===== src/rtl/mem_arbiter_pkg.sv =====
`default_nettype none
// ============================================================================
// Module   : mem_arbiter_pkg
// Desc     : Shared types and constants for the mem_arbiter slice.
// Revision : 1.0
// ============================================================================
package mem_arbiter_pkg;

    localparam int DEF_ADDR_W = 32;
    localparam int DEF_DATA_W = 32;
    localparam int MAX_DATA_W = 64;

    typedef enum logic [1:0] {
        ARB_IDLE = 2'd0,
        ARB_BUSY = 2'd1,
        ARB_RESP = 2'd2
    } arb_state_t;

    localparam logic [1:0] GRANT_NONE = 2'b00;
    localparam logic [1:0] GRANT_M0   = 2'b01;
    localparam logic [1:0] GRANT_M1   = 2'b10;

    // Fill pattern returned on a timed-out read; sliced to DATA_W by users.
    localparam logic [MAX_DATA_W-1:0] ARB_ERR_DATA = '1;

    function automatic logic grant_is_m1(input logic [1:0] g);
        return g == GRANT_M1;
    endfunction

endpackage
`default_nettype wire


===== src/rtl/mem_arbiter_if.sv =====
`default_nettype none
// ============================================================================
// Module   : mem_arbiter_if
// Desc     : Requester (m0/m1) and memory-side bus bundle of the arbiter.
// Revision : 1.0
// ============================================================================
interface mem_arbiter_if
    import mem_arbiter_pkg::*;
#(
    parameter int ADDR_W = DEF_ADDR_W,
    parameter int DATA_W = DEF_DATA_W
) ();

    logic              m0_valid;
    logic              m0_we;
    logic [ADDR_W-1:0] m0_addr;
    logic [DATA_W-1:0] m0_wdata;
    logic              m0_ready;
    logic [DATA_W-1:0] m0_rdata;

    logic              m1_valid;
    logic              m1_we;
    logic [ADDR_W-1:0] m1_addr;
    logic [DATA_W-1:0] m1_wdata;
    logic              m1_ready;
    logic [DATA_W-1:0] m1_rdata;

    logic              m_err;
    logic [1:0]        grant;

    logic              mem_req;
    logic              mem_we;
    logic [ADDR_W-1:0] mem_addr;
    logic [DATA_W-1:0] mem_wdata;
    logic [DATA_W-1:0] mem_rdata;
    logic              mem_ack;

    modport slave (
        input  m0_valid, m0_we, m0_addr, m0_wdata,
        output m0_ready, m0_rdata,
        input  m1_valid, m1_we, m1_addr, m1_wdata,
        output m1_ready, m1_rdata,
        output m_err, grant,
        output mem_req, mem_we, mem_addr, mem_wdata,
        input  mem_rdata, mem_ack
    );

    modport master (
        output m0_valid, m0_we, m0_addr, m0_wdata,
        input  m0_ready, m0_rdata,
        output m1_valid, m1_we, m1_addr, m1_wdata,
        input  m1_ready, m1_rdata,
        input  m_err, grant,
        input  mem_req, mem_we, mem_addr, mem_wdata,
        output mem_rdata, mem_ack
    );

endinterface
`default_nettype wire


===== src/rtl/mem_arb_pick.sv =====
`default_nettype none
// ============================================================================
// Module   : mem_arb_pick
// Desc     : Combinational winner select; MEM_ARB_RR_EN enables round-robin,
//            otherwise m0 has fixed priority.
// Revision : 1.0
// ============================================================================
module mem_arb_pick
    import mem_arbiter_pkg::*;
(
    input  logic       m0_valid_i,
    input  logic       m1_valid_i,
`ifdef MEM_ARB_RR_EN
    input  logic       prio_m1_i,
`endif
    output logic [1:0] grant_o
);

    always_comb begin
        grant_o = GRANT_NONE;
        case ({m1_valid_i, m0_valid_i})
            2'b01:   grant_o = GRANT_M0;
            2'b10:   grant_o = GRANT_M1;
`ifdef MEM_ARB_RR_EN
            2'b11:   grant_o = prio_m1_i ? GRANT_M1 : GRANT_M0;
`else
            2'b11:   grant_o = GRANT_M0;
`endif
            default: grant_o = GRANT_NONE;
        endcase
    end

endmodule
`default_nettype wire


===== src/rtl/mem_arbiter.sv =====
`default_nettype none
// ============================================================================
// Module   : mem_arbiter
// Desc     : Serialises m0 (CPU) and m1 (loader) onto one memory port with an
//            ack timeout. Define MEM_ARB_RR_EN for round-robin arbitration.
// Revision : 1.0
// ============================================================================
module mem_arbiter
    import mem_arbiter_pkg::*;
#(
    parameter int ADDR_W  = DEF_ADDR_W,
    parameter int DATA_W  = DEF_DATA_W,
    parameter int TIMEOUT = 16
) (
    input  logic         clk,
    input  logic         rst,
    mem_arbiter_if.slave bus
);

    localparam bit              TO_EN    = (TIMEOUT > 0);
    localparam int              CNT_W    = (TIMEOUT > 1) ? $clog2(TIMEOUT) : 1;
    localparam logic [CNT_W-1:0] CNT_LAST = (TIMEOUT > 0) ? CNT_W'(TIMEOUT - 1) : '0;

    arb_state_t        state_q;
    logic [1:0]        grant_q;
    logic              mem_req_q;
    logic              mem_we_q;
    logic [ADDR_W-1:0] mem_addr_q;
    logic [DATA_W-1:0] mem_wdata_q;
    logic              m0_ready_q;
    logic              m1_ready_q;
    logic [DATA_W-1:0] m0_rdata_q;
    logic [DATA_W-1:0] m1_rdata_q;
    logic              err_q;
    logic [CNT_W-1:0]  cnt_q;

    logic [1:0]        w_pick;
    logic              w_timeout;
    logic              w_done;
    logic [DATA_W-1:0] w_rsp_data;

`ifdef MEM_ARB_RR_EN
    // Names the requester favoured on a tie: the one not served last.
    logic              prio_q;
`endif

    mem_arb_pick u_pick (
        .m0_valid_i (bus.m0_valid),
        .m1_valid_i (bus.m1_valid),
`ifdef MEM_ARB_RR_EN
        .prio_m1_i  (prio_q),
`endif
        .grant_o    (w_pick)
    );

    // An ack in the final allowed cycle beats the timeout.
    assign w_timeout  = TO_EN && (cnt_q == CNT_LAST) && !bus.mem_ack;
    assign w_done     = bus.mem_ack || w_timeout;
    assign w_rsp_data = bus.mem_ack ? bus.mem_rdata : ARB_ERR_DATA[DATA_W-1:0];

    always_ff @(posedge clk) begin
        if (!rst) begin
            state_q     <= ARB_IDLE;
            grant_q     <= GRANT_NONE;
            mem_req_q   <= 1'b0;
            mem_we_q    <= 1'b0;
            mem_addr_q  <= '0;
            mem_wdata_q <= '0;
            m0_ready_q  <= 1'b0;
            m1_ready_q  <= 1'b0;
            m0_rdata_q  <= '0;
            m1_rdata_q  <= '0;
            err_q       <= 1'b0;
            cnt_q       <= '0;
`ifdef MEM_ARB_RR_EN
            prio_q      <= 1'b0;
`endif
        end else begin
            m0_ready_q <= 1'b0;
            m1_ready_q <= 1'b0;
            err_q      <= 1'b0;
            case (state_q)
                ARB_IDLE: begin
                    if (w_pick != GRANT_NONE) begin
                        grant_q   <= w_pick;
                        mem_req_q <= 1'b1;
                        cnt_q     <= '0;
                        state_q   <= ARB_BUSY;
                        if (w_pick == GRANT_M1) begin
                            mem_we_q    <= bus.m1_we;
                            mem_addr_q  <= bus.m1_addr;
                            mem_wdata_q <= bus.m1_wdata;
                        end else begin
                            mem_we_q    <= bus.m0_we;
                            mem_addr_q  <= bus.m0_addr;
                            mem_wdata_q <= bus.m0_wdata;
                        end
                    end
                end
                ARB_BUSY: begin
                    if (w_done) begin
                        mem_req_q  <= 1'b0;
                        state_q    <= ARB_RESP;
                        m0_ready_q <= (grant_q == GRANT_M0);
                        m1_ready_q <= (grant_q == GRANT_M1);
                        err_q      <= w_timeout;
                        if (!mem_we_q) begin
                            if (grant_q == GRANT_M1) begin
                                m1_rdata_q <= w_rsp_data;
                            end else begin
                                m0_rdata_q <= w_rsp_data;
                            end
                        end
`ifdef MEM_ARB_RR_EN
                        prio_q <= !grant_is_m1(grant_q);
`endif
                    end else begin
                        cnt_q <= cnt_q + CNT_W'(1);
                    end
                end
                ARB_RESP: begin
                    grant_q <= GRANT_NONE;
                    state_q <= ARB_IDLE;
                end
                default: begin
                    grant_q   <= GRANT_NONE;
                    mem_req_q <= 1'b0;
                    state_q   <= ARB_IDLE;
                end
            endcase
        end
    end

    assign bus.m0_ready  = m0_ready_q;
    assign bus.m0_rdata  = m0_rdata_q;
    assign bus.m1_ready  = m1_ready_q;
    assign bus.m1_rdata  = m1_rdata_q;
    assign bus.m_err     = err_q;
    assign bus.grant     = grant_q;
    assign bus.mem_req   = mem_req_q;
    assign bus.mem_we    = mem_we_q;
    assign bus.mem_addr  = mem_addr_q;
    assign bus.mem_wdata = mem_wdata_q;

endmodule
`default_nettype wire


===== src/flat_wrapper.sv =====
// flat-port wrapper written by rule: the top's interface ports become plain ports
module mem_arbiter_flat import mem_arbiter_pkg::*;
#(
    parameter int ADDR_W  = DEF_ADDR_W,
    parameter int DATA_W  = DEF_DATA_W,
    parameter int TIMEOUT = 16
)
  (clk, rst, bus_m0_valid, bus_m0_we, bus_m0_addr, bus_m0_wdata, bus_m0_ready, bus_m0_rdata, bus_m1_valid, bus_m1_we, bus_m1_addr, bus_m1_wdata, bus_m1_ready, bus_m1_rdata, bus_m_err, bus_grant, bus_mem_req, bus_mem_we, bus_mem_addr, bus_mem_wdata, bus_mem_rdata, bus_mem_ack);
  mem_arbiter_if #(.ADDR_W(ADDR_W), .DATA_W(DATA_W)) bus_i ();
  input  logic clk;
  input  logic rst;
  input wire logic [$bits(bus_i.m0_valid)-1:0] bus_m0_valid;
  input wire logic [$bits(bus_i.m0_we)-1:0] bus_m0_we;
  input wire logic [$bits(bus_i.m0_addr)-1:0] bus_m0_addr;
  input wire logic [$bits(bus_i.m0_wdata)-1:0] bus_m0_wdata;
  output wire logic [$bits(bus_i.m0_ready)-1:0] bus_m0_ready;
  output wire logic [$bits(bus_i.m0_rdata)-1:0] bus_m0_rdata;
  input wire logic [$bits(bus_i.m1_valid)-1:0] bus_m1_valid;
  input wire logic [$bits(bus_i.m1_we)-1:0] bus_m1_we;
  input wire logic [$bits(bus_i.m1_addr)-1:0] bus_m1_addr;
  input wire logic [$bits(bus_i.m1_wdata)-1:0] bus_m1_wdata;
  output wire logic [$bits(bus_i.m1_ready)-1:0] bus_m1_ready;
  output wire logic [$bits(bus_i.m1_rdata)-1:0] bus_m1_rdata;
  output wire logic [$bits(bus_i.m_err)-1:0] bus_m_err;
  output wire logic [$bits(bus_i.grant)-1:0] bus_grant;
  output wire logic [$bits(bus_i.mem_req)-1:0] bus_mem_req;
  output wire logic [$bits(bus_i.mem_we)-1:0] bus_mem_we;
  output wire logic [$bits(bus_i.mem_addr)-1:0] bus_mem_addr;
  output wire logic [$bits(bus_i.mem_wdata)-1:0] bus_mem_wdata;
  input wire logic [$bits(bus_i.mem_rdata)-1:0] bus_mem_rdata;
  input wire logic [$bits(bus_i.mem_ack)-1:0] bus_mem_ack;
  assign bus_i.m0_valid = bus_m0_valid;
  assign bus_i.m0_we = bus_m0_we;
  assign bus_i.m0_addr = bus_m0_addr;
  assign bus_i.m0_wdata = bus_m0_wdata;
  assign bus_m0_ready = bus_i.m0_ready;
  assign bus_m0_rdata = bus_i.m0_rdata;
  assign bus_i.m1_valid = bus_m1_valid;
  assign bus_i.m1_we = bus_m1_we;
  assign bus_i.m1_addr = bus_m1_addr;
  assign bus_i.m1_wdata = bus_m1_wdata;
  assign bus_m1_ready = bus_i.m1_ready;
  assign bus_m1_rdata = bus_i.m1_rdata;
  assign bus_m_err = bus_i.m_err;
  assign bus_grant = bus_i.grant;
  assign bus_mem_req = bus_i.mem_req;
  assign bus_mem_we = bus_i.mem_we;
  assign bus_mem_addr = bus_i.mem_addr;
  assign bus_mem_wdata = bus_i.mem_wdata;
  assign bus_i.mem_rdata = bus_mem_rdata;
  assign bus_i.mem_ack = bus_mem_ack;
  mem_arbiter #(.ADDR_W(ADDR_W), .DATA_W(DATA_W), .TIMEOUT(TIMEOUT)) u_core (.clk(clk), .rst(rst), .bus(bus_i));
endmodule

===== config.mk =====
export PLATFORM = sky130hd
export DESIGN_NAME = mem_arbiter_flat
export DESIGN_NICKNAME = d
export VERILOG_FILES = /design/src/rtl/mem_arbiter_pkg.sv /design/src/rtl/mem_arbiter_if.sv /design/src/rtl/mem_arb_pick.sv /design/src/rtl/mem_arbiter.sv /design/src/flat_wrapper.sv
export SDC_FILE = /design/constraint.sdc
export NUM_CORES = 1
export LEC_CHECK = 0
export ABC_AREA = 1
export ABC_CLOCK_PERIOD_IN_PS = 1300
export CORE_ASPECT_RATIO = 1.2
export CORE_MARGIN = 3
export CORE_UTILIZATION = 38
export CTS_BUF_LIST = sky130_fd_sc_hd__clkbuf_16
export DETAILED_ROUTE_END_ITERATION = 6
export PLACE_DENSITY = 0.89
export SETUP_SLACK_MARGIN = 0.5
export SYNTH_ARGS = -nofsm -noshare
export SYNTH_HDL_FRONTEND = slang
export SYNTH_SLANG_ARGS = --single-unit

===== constraint.sdc =====
create_clock -name clk -period 1.3 [get_ports clk]
set_input_delay 0.39 -clock clk [delete_from_list [all_inputs] [get_ports clk]]
set_output_delay 0.39 -clock clk [all_outputs]
set_load 0.005 [all_outputs]

; ---- Word-level counts from Yosys, hierarchy flattened
; Cells that the tools add are included.
[classes]
add_sub_neg = 1
eq_ne = 12
n_mux = 16
bitwise_logic = 4
reduce_logical = 15
[ops]
columns = op, n
row1 = $mux W32, 3
row2 = $pmux W2 S2, 3
row3 = $eq A2 B2 Y1 const B, 5
row4 = $reduce_and A3 Y1, 3
row5 = $mux W4, 2
row6 = $pmux W4 S2, 1
row7 = $reduce_and A4 Y1, 2
row8 = $eq A2 B1 Y1 const B, 3
row9 = $mux W2, 3
row10 = $reduce_and A2 Y1, 3
row11 = $add A4 B1 Y4 const B, 1
row12 = $eq A4 B4 Y1 const B, 1
row13 = $ne A2 B1 Y1 const B, 2
row14 = $not A1 Y1, 4
row15 = $reduce_bool A2 Y1, 2
row16 = $mux W1, 3
row17 = $pmux W1 S3, 1
row18 = $logic_not A2 Y1, 1
row19 = $ne A2 B2 Y1 const B, 1
row20 = $reduce_or A2 Y1, 1
row21 = $logic_and A1 B1 Y1, 1
row22 = $logic_not A1 Y1, 1
row23 = $logic_or A1 B1 Y1, 1
[word_totals]
reg_bits = 141
output_inout_bits = 135
wordCells = 60

; ---- Logic depth before layout (Yosys ltp)
; Gate-level depths: netlist (run 1).
[logic_depth]
depth_word = 6
mapped_depth = 8
ltp_nobuf = 7

; ---- By module
; From an unflattened synthesis (run 1), not the netlist that was laid out.
[unflattened]
hier_cells = 960
area_unflattened_um2 = 6693.9
[modules_own_cells]
columns = module, instances, cells_per_inst, area_each_um2
row1 = mem_arbiter, 1, 957, 6682.7
row2 = mem_arb_pick, 1, 3, 11.3

; ---- Worst setup path before layout (run 1)
; Ideal clock, no wire load.
[synth_timing]
kind = reg-to-reg
from = reg u_core.cnt_q[0]
to = reg u_core.m0_rdata_q[8] (netlist: u_core.bus.m0_rdata[8])
setup_ps = 110
t_arrival_ps = 1270
required_time_ps = 1190
setup_slack_ps = -80
path_stages_with_launch = 9
period_less_slack_ps = 1380
cell_sequence = dfxtp_1 -> ha_1 -> nand3_2 -> nand2_2 -> buf_4 -> buf_4 -> nand4_1 -> nand2_1 -> nor2_1
[synth_via]
elab_chain_len = 4
[synth_lines]
columns = item, line
row1 = "start, declared", mem_arbiter.sv:35  ; logic [CNT_W-1:0] cnt_q;
row2 = "start signal, assigned", mem_arbiter.sv:118  ; cnt_q <= cnt_q + CNT_W'(1);
row3 = $eq A4 B4 Y1, mem_arbiter.sv:57  ; assign w_timeout = TO_EN && (cnt_q == CNT_LAST) && !bus.mem_ack;
row4 = $logic_and A1 B1 Y1, mem_arbiter.sv:57
row5 = $logic_or A1 B1 Y1, mem_arbiter.sv:58  ; assign w_done = bus.mem_ack || w_timeout;
row6 = $reduce_and A4 Y1 (no line), -
row7 = "end signal, assigned", mem_arbiter.sv:111  ; m0_rdata_q <= w_rsp_data;
row8 = "end, declared", mem_arbiter.sv:32  ; logic [DATA_W-1:0] m0_rdata_q;
; No other way between the ends.
; A chain may end at the register's enable or synchronous reset.

; ---- Worst setup path after layout (run 1)
[layout_timing]
from = reg u_core.cnt_q[0]
to = reg u_core.m1_rdata_q[2] (netlist: u_core.bus.m1_rdata[2])
[layout_via]
elab_chain_len = 4
[layout_lines]
columns = item, line
row1 = $eq A4 B4 Y1, mem_arbiter.sv:57
row2 = $logic_and A1 B1 Y1, mem_arbiter.sv:57
row3 = $logic_or A1 B1 Y1, mem_arbiter.sv:58
row4 = $reduce_and A4 Y1 (no line), -
row5 = "end signal, assigned", mem_arbiter.sv:109  ; m1_rdata_q <= w_rsp_data;
row6 = "end, declared", mem_arbiter.sv:33  ; logic [DATA_W-1:0] m1_rdata_q;
; No other way between the ends.

==> run summary, run 1 <==
Hold path depth: 3
Logic pwr share: 30.6%
Die Width: 126.5 microns
Worst Skew: 11.95 ps
Global-route wire length before repair: 42,580 microns
Synthesis-stage register bit count: 141
Layout Cells excl Fill: 1,596
Vias: 8,714
Vias per cell: 5.460
Worst path arrival time: 1850 ps
Max Freq: 0.6618 GHz
Worst-path fanout max: 11
Worst setup EP type: flip-flop
Switching Fraction: 29.60%
Largest cells by area after synthesis: dfxtp_1 43%, nand2_1 8.3%, inv_1 7.8%
Routed length per instance: 20.89 microns
Routed WL: 33,350 microns
Ys Warns: 0
H-tree depth: 4
Power density over the cells: 1109 nW/um^2
Gr usage total: 28.12%
Required time worst endpoint: 1640 ps
CTS clk-pin slew, worst paths: 70 ps
Nets: 1,534
PnR worst setup slack: -211.0 ps
RSZ-0062 raised after global routing: true
Initial Utilization: 39.02%
Post-DP HPWL: 17,010 microns
Clock sink count: 141
Post-synth cell types: 25
Hold_buf cts: 0
Placed insts: 1,452
Initial antenna violation count: 1
Worst-margin pin slew: 347.9 ps
Post-Syn Area per Cell: 6.910 sq um
FF-to-FF path depth: 8
Largest area contributor in the netlist: dfxtp_1
Core area: 16,980 sq um
Residual DRC count: 0
Share of layout cells above drive strength 1: 51.34%
Worst setup SP type: flip-flop
Port Buffers: 301
Mapped Nets: 1,127
Crit path kind: reg2reg
Seq/Total Area, Yosys: 42.60%
Area growth from synthesis to layout: 101.8%
Initial drt markers: 815
Clock power share: 35.4%
Hold slack final: 317.6 ps
Clock Tree Buf Depth: 2
Period utilization: 116.2%
Ports: 302
Outcome: complete, but fails checks
Worst VDD drop: 0.9613 mV
Vias in the first global route: 8,251
P_sw: 4.387 mW
CTS tree: yes
First-pass iteration count of the detailed router: 6
Final setup vio count: 86
Slew HR: 76.65%
Fin. max-slew vios: 0
Root Driver: clkbuf_16
Reg area: 3019 sq um
Final worst path period need: 1511 ps
Die area: 19,060 sq um
Internal power: 10.43 mW
Mapped Area: 6626 sq um
Pre-CTS setup slack: -606.7 ps
Hold Violations, Final: 0
Post-Synthesis Cells: 959
Max cap viols: 0
Filler cell count: 958
Reg power frac: 33.9%
Failing checks: setup timing
Tot Pwr: 14.82 mW
Hold Crit Class: in2reg
Lkg Pwr: 5.838 nW
Gr ovfl total: 0
Largest net degree at the start of global routing: 49
Post-synth top area share: 42.60%
TritonCTS Buffers: 17
Area of the multi-input gates: 3889 sq um
GP Congestion: 0.8367
Skew-Pair Late Insertion Delay: 430 ps
Die height: 150.7 microns
Antenna-violating nets left: 0
Core Rows: 52
critical path: stages, from the launching register on:
cell and delay, ps:
dfxtp_2 350, ha_4 150, nand3_4 110, nand2_8 120
nand3_4 150, clkbuf_16 220, nand2_1 80, inv_1 70
nor2_1 170
flip-flops by register name (all words and copies together) (netlist names):
| name | count |
|---|---|
| u_core.bus.m_err | 1 |
| u_core.bus.mem_addr | 32 |
| u_core.bus.m0_rdata | 32 |
| u_core.state_q | 2 |
| u_core.bus.grant | 2 |
| u_core.bus.m1_ready | 1 |
| u_core.bus.mem_req | 1 |
| u_core.bus.mem_wdata | 32 |
| u_core.bus.m0_ready | 1 |
| u_core.cnt_q | 4 |
| u_core.bus.m1_rdata | 32 |
| u_core.bus.mem_we | 1 |
power groups by stage:
stage	logic [mW]	clock network, mW	registers (mW)
finish	4.54	5.25	5.03
global route	4.73	5.48	5.05
CTS	3.55	5.24	4.97
detailed placement	2.83	0	4.96
global placement	2.76	0	4.94
floorplan	1.22	0	4.97
cells in the final DEF (no fill, tap or decap), types with 43 or more instances in the layout:
cell type | synthesis | layout
buf_2 | 29 | 43
o21ai_1 | 33 | 62
clkdlybuf4s50_1 | 0 | 163
buf_4 | 6 | 83
o21ai_2 | 0 | 50
dfxtp_2 | 0 | 127
nor2_1 | 104 | 89
inv_1 | 137 | 113
nand4_1 | 65 | 65
nand2_1 | 147 | 93
buf_6 | 4 | 115
what timing repair did:
action / in CTS / in global routing
endpoints found under the setup margin: 276 / 276
buffers inserted: 39 / 43
gates resized for setup: 863 / 243
gates cloned: 20 / 9
pin swaps: 43 / 46
through the flow:
stage                     cell area [sq um]  utilization (%)  setup TNS, ps
after detailed placement              10280            60.54         -69460
after floorplan                        6959                -              0
after global routing                  13370            78.73          -8841
final                                 13370            78.73          -3402
after global placement                10280            60.54         -66230
after CTS                             12000            70.66         -421.0
kinds of logic (layout without fill, tap and decap cells):
logic type	Yosys count	count (layout)	share of synthesized area, %
DFF	141	141	42.60
other	0	1	0
buffers and inverters	215	634	13.54
and+or+nand+nor	399	400	28.34
AOI/OAI and AO/OA	203	203	15.33
adders and majority gates	1	1	0.1888
synth_stat cells:
cell	count
nand3_1	6
clkbuf_1	22
a21oi_1	70
nor2_2	3
nand4_1	65
buf_2	29
buf_4	6
nand2_2	1
inv_2	6
nand3_2	3
buf_6	4
nor2_4	2
or2_0	30
ha_1	1
o21ai_0	100
or2_2	33
nor3_1	3
dfxtp_1	141
clkbuf_2	1
o21ai_1	33
buf_1	10
or2_1	2
inv_1	137
nand2_1	147
nor2_1	104
metal layers:
| layer | global-route usage (%) | routed length, microns | vias up |
|---|---|---|---|
| li1 | - | - | 3892 |
| met1 | 30.47 | 11190 | 4040 |
| met2 | 50.13 | 17190 | 606 |
| met3 | 7.417 | 2849 | 176 |
| met4 | 14.70 | 2114 | 0 |
| met5 | 0 | 0 | - |
final timing paths:
| kind | start | to | slack, ps |
|---|---|---|---|
| setup / recovery | u_core.cnt_q[0]$_SDFFE_PN0P_ | u_core.bus.m1_rdata[2]$_SDFFE_PN0P_ | -210 |
| hold / removal | rst | u_core.bus.mem_we$_SDFFE_PN0P_ | 320 |
| setup reg to reg | u_core.cnt_q[0]$_SDFFE_PN0P_ | u_core.bus.m1_rdata[2]$_SDFFE_PN0P_ | -210 |
| hold reg to reg | u_core.state_q[0]$_SDFFE_PN0P_ | u_core.bus.mem_req$_SDFFE_PN0P_ | 480 |
final cells by class:
cell class | instances | area share [%]
timing repair inverter | 1 | 0.1217
clock inverter | 15 | 1.460
timing repair buffer | 458 | 37.20
tap | 216 | 2.022
clock buffer | 17 | 3.182
antenna | 1 | 0.01872
sequential | 141 | 22.58
multi-input combinational | 604 | 29.09
inverter | 143 | 4.324
Note: power is estimated with default switching activity, not from simulation.
==> inputs of run 2 (changes only) <==
- GPL_TIMING_DRIVEN: unset -> 0
- PLACE_DENSITY: 0.89 -> 0.77
==> run 2 against run 1 <==
Effect of this change: the flow still finishes with violations (setup timing); register-to-register slack gained 120 ps; clock power shrank 5.0%; critical path depth is the same; via count shrank 8.6%; global-route usage shrank 1.9 points; final area shrank 3.8%; sequential share of layout area grew 0.87 points; clock skew shrank 1.3 ps; setup slack gained 120 ps; utilization shrank 3.0 points.
==> run summary, run 2 (synthesized netlist as in run 1, its figures left out) <==
GP Congestion: 0.8877 (was 0.8367)
Area growth from synthesis to layout: 94.17% (was 101.8%)
Worst setup SP type: flip-flop (unchanged)
Vias per cell: 4.982 (was 5.460)
Root Driver: clkbuf_16 (unchanged)
Tot Pwr: 14.18 mW (was 14.82 mW)
Most frequent cells in the layout: 163 x clkdlybuf4s50_1, 129 x dfxtp_2, 127 x inv_1, 127 x nand2_1, 125 x buf_6 (was 163 x clkdlybuf4s50_1, 127 x dfxtp_2, 115 x buf_6)
Core area: 16,980 sq um (unchanged)
Port Buffers: 300 (was 301)
H-tree depth: 4 (unchanged)
Residual DRC count: 0 (unchanged)
Vias in the first global route: 7,684 (was 8,251)
Required time worst endpoint: 1640 ps (about the same)
Hold Crit Class: in2reg (unchanged)
Hold path depth: 3 (unchanged)
Worst path arrival time: 1730 ps (was 1850 ps)
Outcome: complete, but fails checks (unchanged)
Crit path kind: reg2reg (unchanged)
Failing checks: setup timing (unchanged)
Setup slack, reg-to-reg: -90 ps (was -210 ps)
Worst-margin pin slew: 768.6 ps (was 347.9 ps)
R2R Path Start: u_core.state_q[0]$_SDFFE_PN0P_ (was u_core.cnt_q[0]$_SDFFE_PN0P_)
Worst VDD drop: 0.9695 mV (was 0.9613 mV)
FF-to-FF path depth: 8 (unchanged)
Period utilization: 107.0% (was 116.2%)
Hold Path Sink: u_core.bus.grant[0]$_SDFFE_PN0P_ (was u_core.bus.mem_we$_SDFFE_PN0P_)
Post-DP HPWL: 17,860 microns (was 17,010 microns)
Final setup vio count: 91 (was 86)
Layout Cells excl Fill: 1,599 (was 1,596)
Slew HR: 48.76% (was 76.65%)
Placed insts: 1,475 (was 1,452)
RR Endpoint: u_core.bus.mem_wdata[17]$_SDFFE_PN0P_ (was u_core.bus.m1_rdata[2]$_SDFFE_PN0P_)
Routed WL: 27,580 microns (was 33,350 microns)
Initial Utilization: 39.02% (unchanged)
PnR worst setup slack: -91.15 ps (was -211.0 ps)
Max Freq: 0.7188 GHz (was 0.6618 GHz)
First-pass iteration count of the detailed router: 5 (was 6)
Lkg Pwr: 5.628 nW (was 5.838 nW)
Share of layout cells above drive strength 1: 48.41% (was 51.34%)
Skew-Pair Late Insertion Delay: 420 ps (was 430 ps)
Ports: 302 (unchanged)
Largest net degree at the start of global routing: 17 (was 49)
Vias: 7,966 (was 8,714)
Worst Skew: 10.69 ps (was 11.95 ps)
Hold Startpoint: bus_m0_valid (was rst)
Die area: 19,060 sq um (unchanged)
DP Area: 10,230 sq um (was 10,280 sq um)
RSZ-0062 raised after global routing: true (unchanged)
Final worst path period need: 1391 ps (was 1511 ps)
Gr ovfl total: 0 (unchanged)
Hold Violations, Final: 0 (unchanged)
Antenna-violating nets left: 0 (unchanged)
Worst setup EP type: flip-flop (unchanged)
CTS tree: yes (unchanged)
Worst-path fanout max: 8 (was 11)
Commonest non-fill, non-tap cell in the layout: clkdlybuf4s50_1 (unchanged)
Die Width: 126.5 microns (unchanged)
Design Area, Final: 12,870 sq um (was 13,370 sq um)
CTS clk-pin slew, worst paths: 70 ps (about the same)
TritonCTS Buffers: 17 (unchanged)
Core Rows: 52 (unchanged)
Fin. max-slew vios: 0 (unchanged)
Clock Tree Buf Depth: 2 (unchanged)
Hold_buf cts: 0 (unchanged)
Initial antenna violation count: 1 (unchanged)
Gr usage total: 26.18% (was 28.12%)
Max cap viols: 0 (unchanged)
Clock sink count: 141 (unchanged)
Routed length per instance: 17.25 microns (was 20.89 microns)
Final Util: 75.77% (was 78.73%)
Global-route wire length before repair: 39,510 microns (was 42,580 microns)
Power density over the cells: 1102 nW/um^2 (was 1109 nW/um^2)
Nets: 1,537 (was 1,534)
Pre-CTS setup slack: -929.3 ps (was -606.7 ps)
Die height: 150.7 microns (unchanged)
Initial drt markers: 498 (was 815)
run 2: changes by cell type in the layout (fill, tap and decap cells not counted), moves of 11 or more:
cell and delta:
a21oi_1 -30, a21oi_2 +32, buf_12 -18, buf_4 -21
inv_1 +14, inv_2 -14, nand2_1 +34, nand2_2 -21
nand2_4 -11, o21ai_0 +11, o21ai_1 +14, o21ai_2 -18
run 2: layout make-up:
cell class,count,area [sq um]
timing repair buffer,391,4009
clock buffer,17,425.4
multi-input combinational,603,3685
fill,1205,4115
buffer,72,708.2
antenna,1,2.502
inverter,143,575.6
tap,216,270.3
sequential,141,3018
clock inverter,15,172.7
run 2: worst max path at each step:
stage / start / end / slack, ps / cells past startpoint
final: u_core.state_q[0]$_SDFFE_PN0P_ / u_core.bus.mem_wdata[17]$_SDFFE_PN0P_ / -90 / 8
after global placement: bus_m0_valid / u_core.bus.mem_wdata[16]$_SDFFE_PN0P_ / -930 / 8
after global routing: u_core.state_q[0]$_SDFFE_PN0P_ / u_core.bus.mem_wdata[17]$_SDFFE_PN0P_ / -170 / 8
after detailed placement: bus_m0_valid / u_core.bus.mem_wdata[19]$_SDFFE_PN0P_ / -930 / 8
after floorplan: u_core.cnt_q[1]$_SDFFE_PN0P_ / u_core.bus.m0_rdata[0]$_SDFFE_PN0P_ / 60 / 8
after CTS: u_core.cnt_q[1]$_SDFFE_PN0P_ / u_core.bus.m0_rdata[9]$_SDFFE_PN0P_ / -50 / 8
run 2: routing by layer:
layer / part of all wire (%) / vias to the layer above / global-route usage (%)
met1: 35 / 3659 / 27.19
li1: - / 3878 / -
met5: 0 / - / 0
met3: 7.9 / 81 / 7.381
met2: 53 / 348 / 48.73
met4: 4.1 / 0 / 11.75
run 2: report_power, final:
group,internal (mW),leakage (nW),total (mW),switching (mW)
sequential,4.74,1.21,5.02,0.280
combinational,2.35,4.13,4.16,1.81
clock,3.01,0.288,4.99,1.98
total,10.1,5.63,14.2,4.08
run 2: critical path: stages, from the launching register on:
cell     delay [ps]
dfxtp_4         370
nor2_4          160
nand2_4          90
inv_8            80
buf_12          150
buf_6           120
buf_16          120
o21ai_4          50
a21oi_2         170
run 2: repair_timing:
item                                    in CTS  in global routing
endpoints found under the setup margin     276                276
gates cloned                                15                  4
pin swaps                                   20                 32
buffers inserted                            35                 37
resized for setup                          926                153
run 2: stage by stage:
stage / TNS (ps) / hold slack, ps
finish: -3215 / 341.4
global route: -8943 / 351.3
CTS: -927.8 / 322.8
detailed placement: -88300 / 480.8
global placement: -84700 / 477.6
floorplan: 0 / 466.8
==> inputs of run 3 (changes only) <==
- ABC_CLOCK_PERIOD_IN_PS: 1300 -> 1500
- CORE_UTILIZATION: 38 -> 42
- PLACE_DENSITY: 0.77 -> 0.81
- clock period: 1.3 -> 1.5 ns (I/O delays scaled with it)
==> run 3 against run 2 <==
Effect of this change: the run now ends clean; non-clock buffer count shrank 14; combinational power shrank 19%; final cell count shrank 1.8%; sequential power shrank 13%; sequential share of layout area grew 0.91 points; critical path depth is the same.
==> run summary, run 3 (synthesized netlist as in run 1, its figures left out) <==
Core area: 15,200 sq um (was 16,980 sq um)
Commonest non-fill, non-tap cell in the layout: clkdlybuf4s50_1 (unchanged)
TritonCTS Buffers: 17 (unchanged)
Global-route wire length before repair: 38,550 microns (was 39,510 microns)
Routed WL: 27,430 microns (was 27,580 microns)
WP buf/inv: 4 (unchanged)
First-pass iteration count of the detailed router: 5 (unchanged)
Vias in the first global route: 7,453 (was 7,684)
Worst setup EP type: flip-flop (unchanged)
Clock sink count: 141 (unchanged)
Hold path depth: 3 (unchanged)
Vias per cell: 5.061 (was 4.982)
Period utilization: 93.54% (was 107.0%)
RSZ-0062 raised after global routing: true (unchanged)
Initial drt markers: 659 (was 498)
Antenna-violating nets left: 0 (unchanged)
Port Buffers: 300 (unchanged)
Worst Skew: 9.743 ps (was 10.69 ps)
Die area: 17,330 sq um (was 19,060 sq um)
Slowest-stage cell, CP: dfxtp_4 (unchanged)
PnR worst setup slack: 96.89 ps (was -91.15 ps)
Share of layout cells above drive strength 1: 43.12% (was 48.41%)
Max cap viols: 0 (unchanged)
GP Congestion: 0.8660 (was 0.8877)
Final setup vio count: 0 (was 91)
Crit-path leading delay family: buffers and inverters (unchanged)
Ports: 302 (unchanged)
Residual DRC count: 0 (unchanged)
Hold Crit Class: in2reg (unchanged)
Worst VDD drop: 0.9786 mV (was 0.9695 mV)
Slew HR: 43.28% (was 48.76%)
Worst setup SP type: flip-flop (unchanged)
Worst path arrival time: 1720 ps (was 1730 ps)
Diode count: 0 (was 1)
Hold slack final: 382.2 ps (was 341.4 ps)
Final Util: 81.34% (was 75.77%)
Area growth from synthesis to layout: 86.65% (was 94.17%)
Worst-margin pin slew: 850.8 ps (was 768.6 ps)
Hold Violations, Final: 0 (unchanged)
Clock Tree Buf Depth: 2 (unchanged)
Core Rows: 49 (was 52)
Skew-Pair Late Insertion Delay: 410 ps (was 420 ps)
Worst-path fanout max: 5 (was 8)
Root Driver: clkbuf_16 (unchanged)
Required time worst endpoint: 1820 ps (was 1640 ps)
Routed length per instance: 17.47 microns (was 17.25 microns)
Die height: 143.6 microns (was 150.7 microns)
FF-to-FF path depth: 8 (unchanged)
Largest net degree at the start of global routing: 17 (unchanged)
H-tree depth: 4 (unchanged)
Lkg Pwr: 5.486 nW (was 5.628 nW)
Power density over the cells: 954.2 nW/um^2 (was 1102 nW/um^2)
Vias: 7,945 (was 7,966)
Post-DP HPWL: 17,940 microns (was 17,860 microns)
Initial antenna violation count: 1 (unchanged)
Die Width: 120.7 microns (was 126.5 microns)
WP depth: 8 (unchanged)
Fin. max-slew vios: 0 (unchanged)
Cell Chain, Critical Path: nor2_4 > nand2_4 > inv_6 > buf_6 > clkbuf_16 > buf_8 > o21ai_2 > a21oi_1 (was nor2_4 > nand2_4 > inv_8 > buf_12 > buf_6 > buf_16 > o21ai_4 > a21oi_2)
Most frequent cells in the layout: 162 x clkdlybuf4s50_1, 137 x nand2_1, 136 x inv_1 (was 163 x clkdlybuf4s50_1, 129 x dfxtp_2, 127 x inv_1, 127 x nand2_1, 125 x buf_6)
CTS clk-pin slew, worst paths: 60 ps (was 70 ps)
Nets: 1,523 (was 1,537)
Initial Utilization: 43.58% (was 39.02%)
Gr ovfl total: 0 (unchanged)
Gr usage total: 28.30% (was 26.18%)
Hold_buf cts: 0 (unchanged)
Max Freq: 0.7127 GHz (was 0.7188 GHz)
Fin Setup TNS: 0 ps (was -3215 ps)
Pre-CTS setup slack: -619.5 ps (was -929.3 ps)
Final worst path period need: 1403 ps (was 1391 ps)
Outcome: complete, no violations (was complete, but fails checks)
Filler cell count: 1,011 (was 1,205)
Crit path kind: reg2reg (unchanged)
CTS tree: yes (unchanged)
CP max stage delay: 370 ps (about the same)
-- run 3: changes by cell type in the layout (fill, tap and decap cells not counted), sizes merged --
cell | before | now
buf | 272 | 258
bufinv | 3 | 2
clkbuf | 45 | 44
clkdlybuf4s15 | 0 | 1
clkdlybuf4s50 | 163 | 162
clkinv | 4 | 7
clkinvlp | 4 | 2
diode | 1 | 0
dlygate4sd2 | 0 | 1
inv | 147 | 145
-- run 3: worst min-delay path: cells and delay by family --
kind | cells | cell delay, ps
and+or+nand+nor | 1 | 80
AOI/OAI and AO/OA | 1 | 60
buffers and inverters | 1 | 150
-- run 3: power breakdown --
group          total, mW  switching [mW]  internal [mW]  leakage (nW)
sequential          4.36           0.251           4.11          1.21
combinational       3.38            1.48           1.90          4.00
clock               4.06            1.65           2.41         0.271
total               11.8            3.38           8.42          5.49
-- run 3: area by class of cell --
cell class,count,area [sq um],area share [%]
Tap cell,204,255.2,2.064
Sequential cell,141,3014,24.37
Inverter,143,556.8,4.502
Multi-Input combinational cell,603,3432,27.75
Timing Repair Buffer,377,3874,31.32
Buffer,72,683.2,5.524
Clock buffer,17,425.4,3.440
Clock inverter,13,127.6,1.032
-- run 3: final timing paths --
kind	start	to	slack [ps]
max	u_core.state_q[1]$_SDFFE_PN0P_	u_core.bus.mem_wdata[27]$_SDFFE_PN0P_	100
min	bus_m0_valid	u_core.bus.grant[0]$_SDFFE_PN0P_	380
max reg2reg	u_core.state_q[1]$_SDFFE_PN0P_	u_core.bus.mem_wdata[27]$_SDFFE_PN0P_	100
min reg2reg	u_core.state_q[0]$_SDFFE_PN0P_	u_core.bus.mem_req$_SDFFE_PN0P_	490
-- run 3: metal layers --
metal | vias to the layer above | global-route usage, % | part of all wire (%)
li1 | 3855 | - | -
met1 | 3617 | 30.60 | 37
met2 | 376 | 52.08 | 51
met3 | 95 | 8.189 | 7.3
met4 | 2 | 10.92 | 4.3
met5 | - | 0 | 0.047
-- run 3: what timing repair did --
item | 4_1_cts | 5_1_grt
cloned | 10 | 4
setup buffers | 29 | 34
pin swaps | 26 | 20
endpoints found under the setup margin | 276 | 276
gates resized for setup | 886 | 133
-- run 3: per-stage QoR --
stage,area [sq um],power (mW),instances
global placement,10140,6.636,1463
CTS,11550,11.26,1532
finish,12370,11.80,1570
global route,12370,12.23,1570
floorplan,6883,5.311,959
detailed placement,10140,6.665,1463
